--- src/rtl/fir_pkg.sv ---
// Shared definitions for the serial-MAC FIR family: FSM states and width helpers.
package fir_pkg;

    typedef enum logic [1:0] {
        IDLE = 2'd0,
        MAC  = 2'd1,
        OUT  = 2'd2
    } fir_state_t;

    // Smallest r such that 2**r >= v.
    function automatic int clog2(input int v);
        int r;
        r = 0;
        while ((1 << r) < v) r++;
        return r;
    endfunction

    // Accumulator width that cannot overflow over taps products.
    function automatic int acc_width(input int in_w, input int coef_w, input int taps);
        return in_w + coef_w + clog2(taps);
    endfunction

endpackage

--- src/rtl/fir_round_sat.sv ---
// Combinational round-half-up, arithmetic shift and clamp to a signed output width.
module fir_round_sat #(
    parameter int ACC_W = 19,
    parameter int OUT_W = 10,
    parameter int SHIFT = 0
) (
    input  logic signed [ACC_W-1:0] acc,
    output logic signed [OUT_W-1:0] y,
    output logic                    sat
);

    localparam int EW = (ACC_W + 1 > OUT_W) ? ACC_W + 1 : OUT_W;

    logic signed [ACC_W:0]  rnd;
    logic signed [EW-1:0]   ext;
    logic signed [EW-1:0]   max_v;
    logic signed [EW-1:0]   min_v;

    // One guard bit keeps the rounding add from wrapping at the positive extreme.
    if (SHIFT == 0) begin : g_noshift
        // Pass accumulator through sign-extended.
        always_comb begin
            rnd = (ACC_W + 1)'(acc);
        end
    end else begin : g_shift
        logic signed [ACC_W:0] wide;
        logic signed [ACC_W:0] half;
        // Add half an output LSB, then shift arithmetically.
        always_comb begin
            half          = '0;
            half[SHIFT-1] = 1'b1;
            wide          = (ACC_W + 1)'(acc);
            rnd           = (wide + half) >>> SHIFT;
        end
    end

    // Clamp to the representable output range and flag any clipping.
    always_comb begin
        ext              = EW'(rnd);
        max_v            = '0;
        max_v[OUT_W-2:0] = '1;
        min_v            = '1;
        min_v[OUT_W-2:0] = '0;
        sat              = 1'b0;
        y                = ext[OUT_W-1:0];
        if (ext > max_v) begin
            y   = max_v[OUT_W-1:0];
            sat = 1'b1;
        end else if (ext < min_v) begin
            y   = min_v[OUT_W-1:0];
            sat = 1'b1;
        end
    end

endmodule

--- src/rtl/fir_serial_mac.sv ---
// Single-multiplier time-multiplexed FIR with loadable coefficients.
module fir_serial_mac
    import fir_pkg::*;
#(
    parameter int   IN_W   = 8,
    parameter int   COEF_W = 8,
    parameter int   OUT_W  = 10,
    parameter int   TAPS   = 8,
    parameter int   SHIFT  = 0,
    localparam int  AW     = clog2(TAPS),
    localparam int  ACC_W  = acc_width(IN_W, COEF_W, TAPS)
) (
    input  logic                     clk,
    input  logic                     rst,
    input  logic signed [IN_W-1:0]   x_in,
    input  logic                     x_valid,
    output logic                     x_ready,
    input  logic                     coef_we,
    input  logic [AW-1:0]            coef_addr,
    input  logic signed [COEF_W-1:0] coef_data,
    output logic signed [OUT_W-1:0]  y_out,
    output logic                     y_valid,
    output logic                     sat_flag
);

    localparam logic [AW-1:0] LAST = AW'(TAPS - 1);

    fir_state_t                     state;
    fir_state_t                     state_nxt;
    logic signed [IN_W-1:0]         d [TAPS];
    logic signed [COEF_W-1:0]       c [TAPS];
    logic signed [ACC_W-1:0]        acc;
    logic [AW-1:0]                  idx;
    logic signed [IN_W+COEF_W-1:0]  prod;
    logic signed [OUT_W-1:0]        y_rs;
    logic                           sat_rs;

    // State register.
    always_ff @(posedge clk) begin
        if (!rst) state <= IDLE;
        else      state <= state_nxt;
    end

    // Next-state and handshake decode.
    always_comb begin
        state_nxt = state;
        x_ready   = 1'b0;
        case (state)
            IDLE: begin
                x_ready = 1'b1;
                if (x_valid) state_nxt = MAC;
            end
            MAC:     if (idx == LAST) state_nxt = OUT;
            OUT:     state_nxt = IDLE;
            default: state_nxt = IDLE;
        endcase
    end

    // Single shared multiplier, selected by the tap index.
    always_comb begin
        prod = d[idx] * c[idx];
    end

    // Delay line, coefficient store, accumulator and output registers.
    always_ff @(posedge clk) begin
        if (!rst) begin
            for (int unsigned k = 0; k < TAPS; k++) begin
                d[k] <= '0;
                c[k] <= '0;
            end
            acc      <= '0;
            idx      <= '0;
            y_out    <= '0;
            y_valid  <= 1'b0;
            sat_flag <= 1'b0;
        end else begin
            y_valid  <= 1'b0;
            sat_flag <= 1'b0;
            case (state)
                IDLE: begin
                    if (coef_we && (int'(coef_addr) < TAPS)) c[coef_addr] <= coef_data;
                    if (x_valid) begin
                        d[0] <= x_in;
                        for (int unsigned k = 1; k < TAPS; k++) d[k] <= d[k-1];
                        acc <= '0;
                        idx <= '0;
                    end
                end
                MAC: begin
                    acc <= acc + ACC_W'(prod);
                    idx <= idx + AW'(1);
                end
                OUT: begin
                    y_out    <= y_rs;
                    sat_flag <= sat_rs;
                    y_valid  <= 1'b1;
                end
                default: ;
            endcase
        end
    end

    fir_round_sat #(
        .ACC_W (ACC_W),
        .OUT_W (OUT_W),
        .SHIFT (SHIFT)
    ) u_round_sat (
        .acc (acc),
        .y   (y_rs),
        .sat (sat_rs)
    );

endmodule

--- config.mk ---
export PLATFORM = sky130hd
export DESIGN_NAME = fir_serial_mac
export DESIGN_NICKNAME = d
export VERILOG_FILES = /design/src/rtl/fir_pkg.sv /design/src/rtl/fir_round_sat.sv /design/src/rtl/fir_serial_mac.sv
export SDC_FILE = /design/constraint.sdc
export NUM_CORES = 1
export LEC_CHECK = 0
export BUFFER_PORTS_ARGS = -buffer_cell sky130_fd_sc_hd__clkbuf_2
export CORE_MARGIN = 3
export CORE_UTILIZATION = 40
export DETAILED_ROUTE_END_ITERATION = 16
export PLACE_DENSITY = 0.65
export SYNTH_ARGS = -nofsm -noshare
export SYNTH_HDL_FRONTEND = slang
export SYNTH_HIERARCHICAL = 1
export SYNTH_SLANG_ARGS = --single-unit
--- constraint.sdc ---
create_clock -name clk -period 7.2 [get_ports clk]
set_clock_uncertainty 0.05 [all_clocks]
set_input_delay 0.36 -clock clk [delete_from_list [all_inputs] [get_ports clk]]
set_output_delay 0.36 -clock clk [all_outputs]
set_load 0.005 [all_outputs]
* After elaboration in Yosys (flattened, before gate mapping)
Memory sizes are Yosys's and may differ from the RTL's. A register that Yosys moved wholly into a read port is not among the register bits.
Index checks and enable logic that the tools add are counted.
** Storage, ports and cells
- Output and inout bits :: 13
- Register bits after elaboration :: 36
- Memory bits (writable) :: 128
- Memories kept :: 2
- Bits of input ports :: 23
- Logic and storage cells :: 69
** Cells by class
- Order comparisons :: 2
- Muxes and demuxes :: 37
- $mul :: 1
- Bitwise gates (word level) :: 8
- Add/subtract/negate cells :: 2
- Equality and inequality tests :: 5
- Reductions and logical operators :: 6
** Memories
- c :: words 8, width 8, read ports 1, clocked after Yosys merged registers in 1, wr ports 8, RTL line fir_serial_mac.sv:31 : logic signed [COEF_W-1:0] c [TAPS];
- d :: words 8, width 8, read ports 8, clocked after Yosys merged registers in 1, wr ports 8, RTL line fir_serial_mac.sv:30 : logic signed [IN_W-1:0] d [TAPS];
** Operators by type and width (number)
- $mux 8 :: 9
- $pmux 19 s2 :: 1
- $mux 10 :: 2
- $add 19x16->19 :: 1
- $gt 19x10->1 const B :: 1
- $lt 19x10->1 const B :: 1
- $mux 19 :: 1
- $mux 3 :: 6
- $mul 8x8->16 :: 1
- $mux 1 :: 14
- $or 1x1->1 :: 8
- $reduce_or 8->1 :: 1
- $pmux 3 s2 :: 1
- $reduce_and 2->1 :: 3
- $mux 2 :: 2
- $ne 2x2->1 const B :: 2
- $pmux 2 s2 :: 1
- $add 3x1->3 const B :: 1
- $eq 3x3->1 const B :: 1
- $eq 2x1->1 const B :: 1
- $eq 2x2->1 const B :: 1
- $logic_not 2->1 :: 1
- $reduce_bool 2->1 :: 1

* Logic depth before layout (Yosys ltp)
Gate-level depths: netlist (run 1).
- Depth after elaboration :: 6
- Gate-level depth with buffers :: 21
- Gate-level depth less buffers :: 19

* Hierarchy
Netlist (run 1), hierarchy kept.
** Modules (own cells, without submodules)
- fir_serial_mac :: times used 1, cells each 829, area an instance 10503.8 µm², sequential area each 4624.4 µm²
- fir_round_sat :: times used 1, cells each 32, area an instance 289.0 µm², sequential area each 0.0 µm²

* Worst setup path before layout (run 1)
OpenSTA, ideal clock, no wires.
- Path kind :: reg-to-reg
- Start :: register (tool-made name)
- End :: register acc[17]
- Cell stages (with the launch flop) :: 19
- Clock period less this slack :: 6214 ps
- Arrival :: 6047 ps
- Data required time :: 7033 ps
- Setup slack :: 986 ps
- Setup time :: 117 ps
- Path buffers :: 2
- Path through :: dfxtp_1 buf_6 buf_6 mux4_2 mux2_2 nor2b_1 inv_2 fa_1 inv_1 fa_1 fa_1 fa_1 fa_1 ha_1 o21a_1 o21ai_0 nor4_1 or4_1 a32o_1
** RTL lines
- end signal, assigned :: RTL line fir_serial_mac.sv:90 : acc <= acc + ACC_W'(prod);
- end, declared :: RTL line fir_serial_mac.sv:32 : logic signed [ACC_W-1:0] acc;

==> results of run 1 <==
synthesized netlist by cell type, types with 5 or more instances:
library cell / number
sky130_fd_sc_hd__clkbuf_1: 15
sky130_fd_sc_hd__a21oi_1: 11
sky130_fd_sc_hd__edfxtp_1: 128
sky130_fd_sc_hd__dfxtp_1: 39
sky130_fd_sc_hd__mux2i_2: 10
sky130_fd_sc_hd__a22o_1: 8
sky130_fd_sc_hd__a22oi_1: 5
sky130_fd_sc_hd__and2_1: 131
sky130_fd_sc_hd__o21bai_1: 5
sky130_fd_sc_hd__nor4_2: 8
sky130_fd_sc_hd__a21boi_0: 10
sky130_fd_sc_hd__xor2_1: 6
sky130_fd_sc_hd__ha_1: 46
sky130_fd_sc_hd__nand2b_1: 19
sky130_fd_sc_hd__nor2_1: 40
sky130_fd_sc_hd__xnor2_1: 14
sky130_fd_sc_hd__buf_2: 5
sky130_fd_sc_hd__fa_1: 84
sky130_fd_sc_hd__o21ai_0: 16
sky130_fd_sc_hd__o2bb2ai_1: 9
sky130_fd_sc_hd__inv_1: 89
sky130_fd_sc_hd__nor2b_1: 21
sky130_fd_sc_hd__nand2_1: 42
sky130_fd_sc_hd__mux4_2: 32
state kept, by name (all words and copies together), names as in the netlist, named ones only:
signal and flops:
y_valid 1, acc 19, state 2, y_out 10, d 64, c 64
idx 3, sat_flag 1
final cells by class:
type                       count  area, um2  area share
tap                          335        419      0.0349
timing repair buffer          53        335      0.0279
clock inverter                15        205      0.0171
sequential                   167       4630       0.386
multi-input combinational    571       5640       0.470
inverter                      93        349      0.0291
clock buffer                  17        425      0.0355
worst min-delay path by stage:
stage | start | cells past startpoint | endpoint | slack, ns
CTS | x_in[5] | 2 | d[0][5]$_SDFFCE_PN0P_ | 0.13
detailed placement | y_out[2]$_SDFFE_PN0P_ | 2 | y_out[2]$_SDFFE_PN0P_ | 0.41
finish | x_in[5] | 2 | d[0][5]$_SDFFCE_PN0P_ | 0.15
global placement | y_out[0]$_SDFFE_PN0P_ | 2 | y_out[0]$_SDFFE_PN0P_ | 0.41
global route | x_in[0] | 2 | d[0][0]$_SDFFCE_PN0P_ | 0.15
floorplan | y_out[0]$_SDFFE_PN0P_ | 2 | y_out[0]$_SDFFE_PN0P_ | 0.41
logic make-up after synthesis:
logic type / synth area share
AO/OA/AOI/OAI: 0.0546
buffers and inverters: 0.0493
AND/OR/NAND/NOR: 0.154
multiplexers: 0.0886
adder cells (fa/ha/maj): 0.209
flip-flops: 0.428
XOR/XNOR: 0.0162
power groups by stage:
stage	registers (uW)	clock network [uW]	logic, uW
CTS	1180	979	1670
finish	1170	957	1650
global route	1190	1020	1910
detailed placement	1200	0	1640
floorplan	1170	0	1350
global placement	1200	0	1630
through the flow:
stage	setup WS, ns	std cells	util	power (uW)	cell area (um2)
after floorplan	0.986	861	-	2520	10800
after global placement	0.788	1219	0.433	2830	11400
after detailed placement	0.701	1219	0.433	2840	11400
after CTS	0.702	1251	0.457	3820	12000
after global routing	0.431	1251	0.457	4110	12000
final	0.771	1251	0.457	3780	12000
critical path, delay by kind of cell, from the launching register on:
family                   cells  cell delay, ns
adder cells (fa/ha/maj)      6            2.76
multiplexers                 2            0.94
AO/OA/AOI/OAI                3            0.81
AND/OR/NAND/NOR              3            0.65
flip-flops                   1            0.58
buffers and inverters        4            0.51
layer usage:
metal  GRT usage  part of all wire  up-vias
met5           0                 0        -
met4      0.0367             0.012        0
met3      0.0214             0.040       18
met2       0.246              0.46      130
met1       0.227              0.49     3130
li1            -                 -     3037
==> out/summary.log, run 1 <==
INFO  power_and_ir_drop power.share.combinational=0.437
INFO  worst_setup_path category_of_the_worst_setup_path_capture_point=flop
INFO  worst_setup_path worstPathCellList=buf_12 > buf_4 > mux4_2 > mux2i_2 > nor2_1 > fa_1 > inv_1 > fa_1 > inv_1 > fa_1 > fa_1 > fa_1 > ha_1 > o21a_1 > o21ai_0 > nor4_1 > or4_1 > a32o_1
INFO  drt            routedWlPerCell=16.6um
INFO  layout         layout.filler_cells=2,355
INFO  synthesis      ys_ff_latch=167
INFO  clocking       tritoncts_num_sinks=167
INFO  layout         final_common_cell=sky130_fd_sc_hd__and2_1
INFO  layout         most-common-layout-cells=131 x sky130_fd_sc_hd__and2_1, 128 x sky130_fd_sc_hd__edfxtp_1, 89 x sky130_fd_sc_hd__inv_1
INFO  timing         timing.final.max_slew_violations=0
INFO  timing         fin_worst_hold_slack=0.151ns
INFO  timing         tns=0ns
INFO  power_and_ir_drop cell_internal_pwr=2340uW
INFO  synthesis      async_flop_share=0
INFO  drt            via_count=6,315
INFO  drt            drt-initial-drc-count=353
INFO  power_and_ir_drop power_frac_clock=0.253
INFO  place          post-dp-hpwl=15.6mm
INFO  clocking       htree_num_levels=4
INFO  synthesis      post_synth_instance_area=0.0108mm2
INFO  clocking       cts_made_buffers=17
INFO  timing         tightest_slew=1.13ns
INFO  global_routing grt_start_max_net_pins=65
INFO  floorplanning  die_w=170um
INFO  timing         min_period=6.43ns
INFO  worst_setup_path endpoint_of_the_worst_slack_reg_to_reg_timing_path=acc[17]$_SDFFE_PN0P_
INFO  worst_setup_path worst_r2r_path_depth=18
INFO  clocking       post_cts_setup_bufs=0
INFO  synthesis      synth_ff_type=sky130_fd_sc_hd__edfxtp_1
INFO  synthesis      synth.top_cell.area_share=0.356
INFO  timing         worst_rel_slew_slack=0.236
INFO  worst_setup_path crit_slowest_cell=sky130_fd_sc_hd__dfxtp_2
INFO  worst_setup_path timing.critical_path.arrival=6.71ns
INFO  drt            avg_vias_per_cell=5.05
INFO  global_routing wire_length_of_the_first_global_routing_pass=35.2mm
INFO  floorplanning  core_region_area=0.0263mm2
INFO  synthesis      synth.area.top_cells=sky130_fd_sc_hd__edfxtp_1 36%, sky130_fd_sc_hd__fa_1 16%, sky130_fd_sc_hd__and2_1 7.6%
INFO  global_routing grt_pass1_vias=6,517
INFO  worst_setup_path timing_worst_setup_path_type=flop to flop
INFO  floorplanning  initial_core_util=0.411
INFO  worst_setup_path rrSetupSlack=0.77ns
INFO  clocking       post_cts_resized=0
INFO  worst_setup_path timing.critical_path.slowest_cell_delay=0.58ns
INFO  power_and_ir_drop power.net_switching=1450uW
INFO  synthesis      syn-instance-count=861
INFO  status         outcome=complete, no violations
INFO  drt            postRouteWirelength=20.8mm
INFO  layout         num-nets-final=1,056
INFO  global_routing globalRouteTotalUtil=0.155
INFO  power_and_ir_drop vdd_ir_drop_max=0.000172V
INFO  power_and_ir_drop seq_power_share=0.310
INFO  timing         setup_viol_count_final=0
INFO  timing         finalHoldViolCount=0
INFO  global_routing antenna_found_initial=0
INFO  floorplanning  fp.dieH=170um
INFO  drt            drc_errors=0
INFO  layout         n_antenna_cell=0
INFO  clocking       clock_pin_slew_worst_setup_and_hold_paths=0.08ns
INFO  worst_setup_path setup.worst_path.start_class=flop
INFO  global_routing grt-ovfl-total=0
INFO  place          io_buffers=35
INFO  clocking       tritoncts=done
INFO  worst_setup_path path_max_fanout=11
INFO  power_and_ir_drop power-per-cell-area=315mW/mm2
INFO  floorplanning  rows=59
INFO  layout         layout-drive-gt1-share=0.168
INFO  clocking       ctsRootBufferMaster=sky130_fd_sc_hd__clkbuf_16
INFO  worst_setup_path crit_path_end=acc[17]$_SDFFE_PN0P_
INFO  synthesis      yosys_warnings=6
INFO  floorplanning  die_area=0.0290mm2
INFO  synthesis      synth_sequential_area_ratio=0.428
INFO  drt            drtAntennaViolNets=0
INFO  hold_path      worst_hold_path_type=input port to flop
INFO  synthesis      synth_largest_area_cell=sky130_fd_sc_hd__edfxtp_1
INFO  synthesis      ys_types=57
INFO  synthesis      synth-edff-count=128
INFO  drt            firstDrtPassIters=5
INFO  clocking       clockBufferDepth=2
INFO  layout         synthToLayoutAreaGrowth=11.2%
INFO  power_and_ir_drop p_sw_frac=0.383
INFO  timing         rsz0062_at_grt=no
INFO  floorplanning  io_pins=36
INFO  clocking       cts-hold-fix-buffers=0
INFO  timing         fmax=156MHz
INFO  worst_setup_path critPathRequiredTime=7.48ns
INFO  worst_setup_path timing.critical_path.mode_cell=sky130_fd_sc_hd__fa_1
INFO  power_and_ir_drop leakage=0.00496uW
INFO  flow_run       maxCapViolations=0
INFO  place          place_congestion=0.831
INFO  synthesis      syn-mean-instance-area=12.5um2
INFO  clocking       worstSkewPairLatency=0.44ns
INFO  timing         period_share=0.893
INFO  synthesis      postSynthNetCount=1,014
No activity file was read; power rests on OpenSTA's default activity.
==> inputs of run 2 (changes only) <==
- PLACE_DENSITY: 0.65 -> 0.59
==> run 2 against run 1 <==
Against the previous run: sequential cell count unchanged; critical path depth down 3; sequential share of layout area increased by 0.20 points; fmax grew 0.33%; critical endpoint unchanged; global-route usage barely moved; utilization down 0.24 points; wire length is essentially flat; largest power group unchanged.
==> out/summary.log, run 2 (same netlist as run 1, synthesis figures left out) <==
INFO  status         outcome=complete, no violations
INFO  clocking       cts-hold-fix-buffers=0 [unchanged]
INFO  worst_setup_path rrSetupSlack=0.79ns [+0.02 ns]
INFO  drt            drtAntennaViolNets=0 [unchanged]
INFO  timing         setup_viol_count_final=0 [unchanged]
INFO  power_and_ir_drop p_sw_frac=0.385 [+0.00228]
INFO  power_and_ir_drop leakage=0.00492uW [-0.73%]
INFO  clocking       post_cts_setup_bufs=0 [unchanged]
INFO  worst_setup_path crit_slowest_cell=sky130_fd_sc_hd__nor2b_1
INFO  drt            top_layer=met4
INFO  timing         finalHoldViolCount=0 [unchanged]
INFO  clocking       worstSkewPairLatency=0.44ns [about the same]
INFO  clocking       post_cts_resized=0 [unchanged]
INFO  clocking       cts_made_buffers=17 [unchanged]
INFO  clocking       tritoncts=done
INFO  hold_path      worst_hold_path_type=input port to flop
INFO  flow_run       maxCapViolations=0 [unchanged]
INFO  drt            via_count=6,131 [-2.9%]
INFO  drt            drc_errors=0 [unchanged]
INFO  layout         layout.filler_cells=2,415 [+2.5%]
INFO  drt            drt-initial-drc-count=356 [+0.85%]
INFO  floorplanning  io_pins=36 [unchanged]
INFO  layout         biggestRegsByFlops=c x64, d x64, acc x19
INFO  power_and_ir_drop power.share.combinational=0.440 [+0.003]
INFO  drt            routed-wl-met3=546um [-35%]
INFO  drt            firstDrtPassIters=5 [unchanged]
INFO  place          preCtsSetupSlack=0.729ns [+0.0273 ns]
INFO  power_and_ir_drop seq_power_share=0.310 [about the same]
INFO  global_routing wire_length_of_the_first_global_routing_pass=35.3mm [+0.22%]
INFO  timing         timing.final.max_slew_violations=0 [unchanged]
INFO  floorplanning  core_region_area=0.0263mm2 [unchanged]
INFO  layout         final_common_cell=sky130_fd_sc_hd__and2_1
INFO  drt            routedWlPerCell=16.7um [+0.46%]
INFO  layout         layout-drive-gt1-share=0.164 [-0.00457]
INFO  timing         period_share=0.890 [-0.00291]
INFO  place          post-dp-hpwl=15.8mm [+1.7%]
INFO  global_routing grt-ovfl-total=0 [unchanged]
INFO  worst_setup_path timing.critical_path.mode_cell=sky130_fd_sc_hd__fa_1
INFO  drt            route.layer.met1.wl=10.3mm [+1.3%]
INFO  power_and_ir_drop power_frac_clock=0.250 [-0.003]
INFO  timing         tns=0ns [unchanged]
INFO  timing         rsz0062_at_grt=no
INFO  global_routing antenna_found_initial=0 [unchanged]
INFO  layout         num-nets-final=1,051 [-0.47%]
INFO  floorplanning  rows=59 [unchanged]
INFO  layout         n_antenna_cell=0 [unchanged]
INFO  worst_setup_path timing.critical_path.arrival=6.69ns [-0.02 ns]
INFO  power_and_ir_drop vdd_ir_drop_max=0.000166V [-3.8%]
INFO  power_and_ir_drop power-per-cell-area=316mW/mm2 [+0.23%]
INFO  power_and_ir_drop cell_internal_pwr=2320uW [-0.67%]
INFO  clocking       ctsRootBufferMaster=sky130_fd_sc_hd__clkbuf_16
INFO  place          place_area=0.0113mm2 [-0.44%]
INFO  timing         fmax=156MHz [+0.33%]
INFO  power_and_ir_drop power.net_switching=1450uW [+0.30%]
INFO  drt            avg_vias_per_cell=4.92 [-2.5%]
INFO  floorplanning  die_area=0.0290mm2 [unchanged]
INFO  worst_setup_path setup.worst_path.start_class=flop
INFO  layout         synthToLayoutAreaGrowth=10.6%
INFO  global_routing grt_pass1_vias=6,386 [-2.0%]
INFO  layout         most-common-layout-cells=131 x sky130_fd_sc_hd__and2_1, 128 x sky130_fd_sc_hd__edfxtp_1, 89 x sky130_fd_sc_hd__inv_1
INFO  timing         tightest_slew=1.19ns [+0.0530 ns]
INFO  worst_setup_path timing_worst_setup_path_type=flop to flop
INFO  timing         min_period=6.41ns [-0.0209 ns]
INFO  timing         fin_worst_hold_slack=0.141ns [-0.0100 ns]
INFO  drt            postRouteWirelength=20.8mm [about the same]
INFO  clocking       htree_num_levels=4 [unchanged]
INFO  worst_setup_path timing.critical_path.slowest_cell_delay=0.95ns [+0.37 ns]
INFO  drt            met2_wirelength=9.71mm [+2.0%]
INFO  clocking       clockBufferDepth=2 [unchanged]
INFO  worst_setup_path worstPathCellList=buf_4 > mux4_2 > mux2_2 > nor2b_1 > fa_1 > fa_1 > fa_1 > fa_1 > ha_1 > ha_1 > o21a_1 > o21ai_0 > nor4_1 > or4_1 > a32o_1
INFO  timing         worst_rel_slew_slack=0.207 [-0.0290]
INFO  clocking       tritoncts_num_sinks=167 [unchanged]
INFO  worst_setup_path critPathRequiredTime=7.48ns [about the same]
INFO  timing         final.setup.worst_slack=0.792ns [+0.0209 ns]
INFO  worst_setup_path critPathBufInv=1 [-3]
INFO  floorplanning  initial_core_util=0.411 [unchanged]
INFO  place          io_buffers=35 [unchanged]
INFO  global_routing grt_start_max_net_pins=65 [unchanged]
INFO  clocking       clock_pin_slew_worst_setup_and_hold_paths=0.08ns [about the same]
INFO  layout         post-route-cell-area=0.0119mm2 [-0.52%]
INFO  floorplanning  die_w=170um [unchanged]
INFO  worst_setup_path category_of_the_worst_setup_path_capture_point=flop
INFO  floorplanning  fp.dieH=170um [unchanged]
INFO  worst_setup_path crit_path_max_delay_family=adder cells
INFO  place          place_congestion=0.899 [+8.1%]
INFO  worst_setup_path path_max_fanout=16 [+5]
INFO  global_routing globalRouteTotalUtil=0.155 [about the same]
run 2: power by group through the flow:
stage	combinational [uW]	sequential, uW	clock [uW]
after detailed placement	1650	1190	0
after global placement	1640	1190	0
final	1660	1170	941
after global routing	1910	1180	998
after floorplan	1350	1170	0
after CTS	1670	1170	961
run 2: layer usage:
metal,vias to the layer above,track usage
li1,3016,-
met4,0,0.0392
met3,12,0.0237
met2,84,0.242
met1,3019,0.228
met5,-,0
run 2: area by class of cell:
class / instances / area [um2] / area share
Tap cell: 335 / 419 / 0.0351
Timing Repair Buffer: 48 / 285 / 0.0239
Inverter: 93 / 349 / 0.0292
Multi-Input combinational cell: 571 / 5640 / 0.472
Clock buffer: 17 / 425 / 0.0356
Sequential cell: 167 / 4630 / 0.388
Clock inverter: 15 / 193 / 0.0161
run 2: path summary, 6_finish.rpt:
kind / start / end / cells past startpoint
worst min register to register: y_out[4]$_SDFFE_PN0P_ / y_out[4]$_SDFFE_PN0P_ / 2
worst min-delay path: x_in[5] / d[0][5]$_SDFFCE_PN0P_ / 2
worst max-delay path: flop / acc[17]$_SDFFE_PN0P_ / 15
worst max register to register: flop / acc[17]$_SDFFE_PN0P_ / 15
run 2: stage by stage:
stage	total power (uW)	instances	utilization
2_1_floorplan	2520	861	-
3_3_place_gp	2830	1214	0.431
3_5_place_dp	2840	1214	0.431
4_1_cts	3810	1246	0.454
5_1_grt	4100	1246	0.454
6_report	3770	1246	0.454
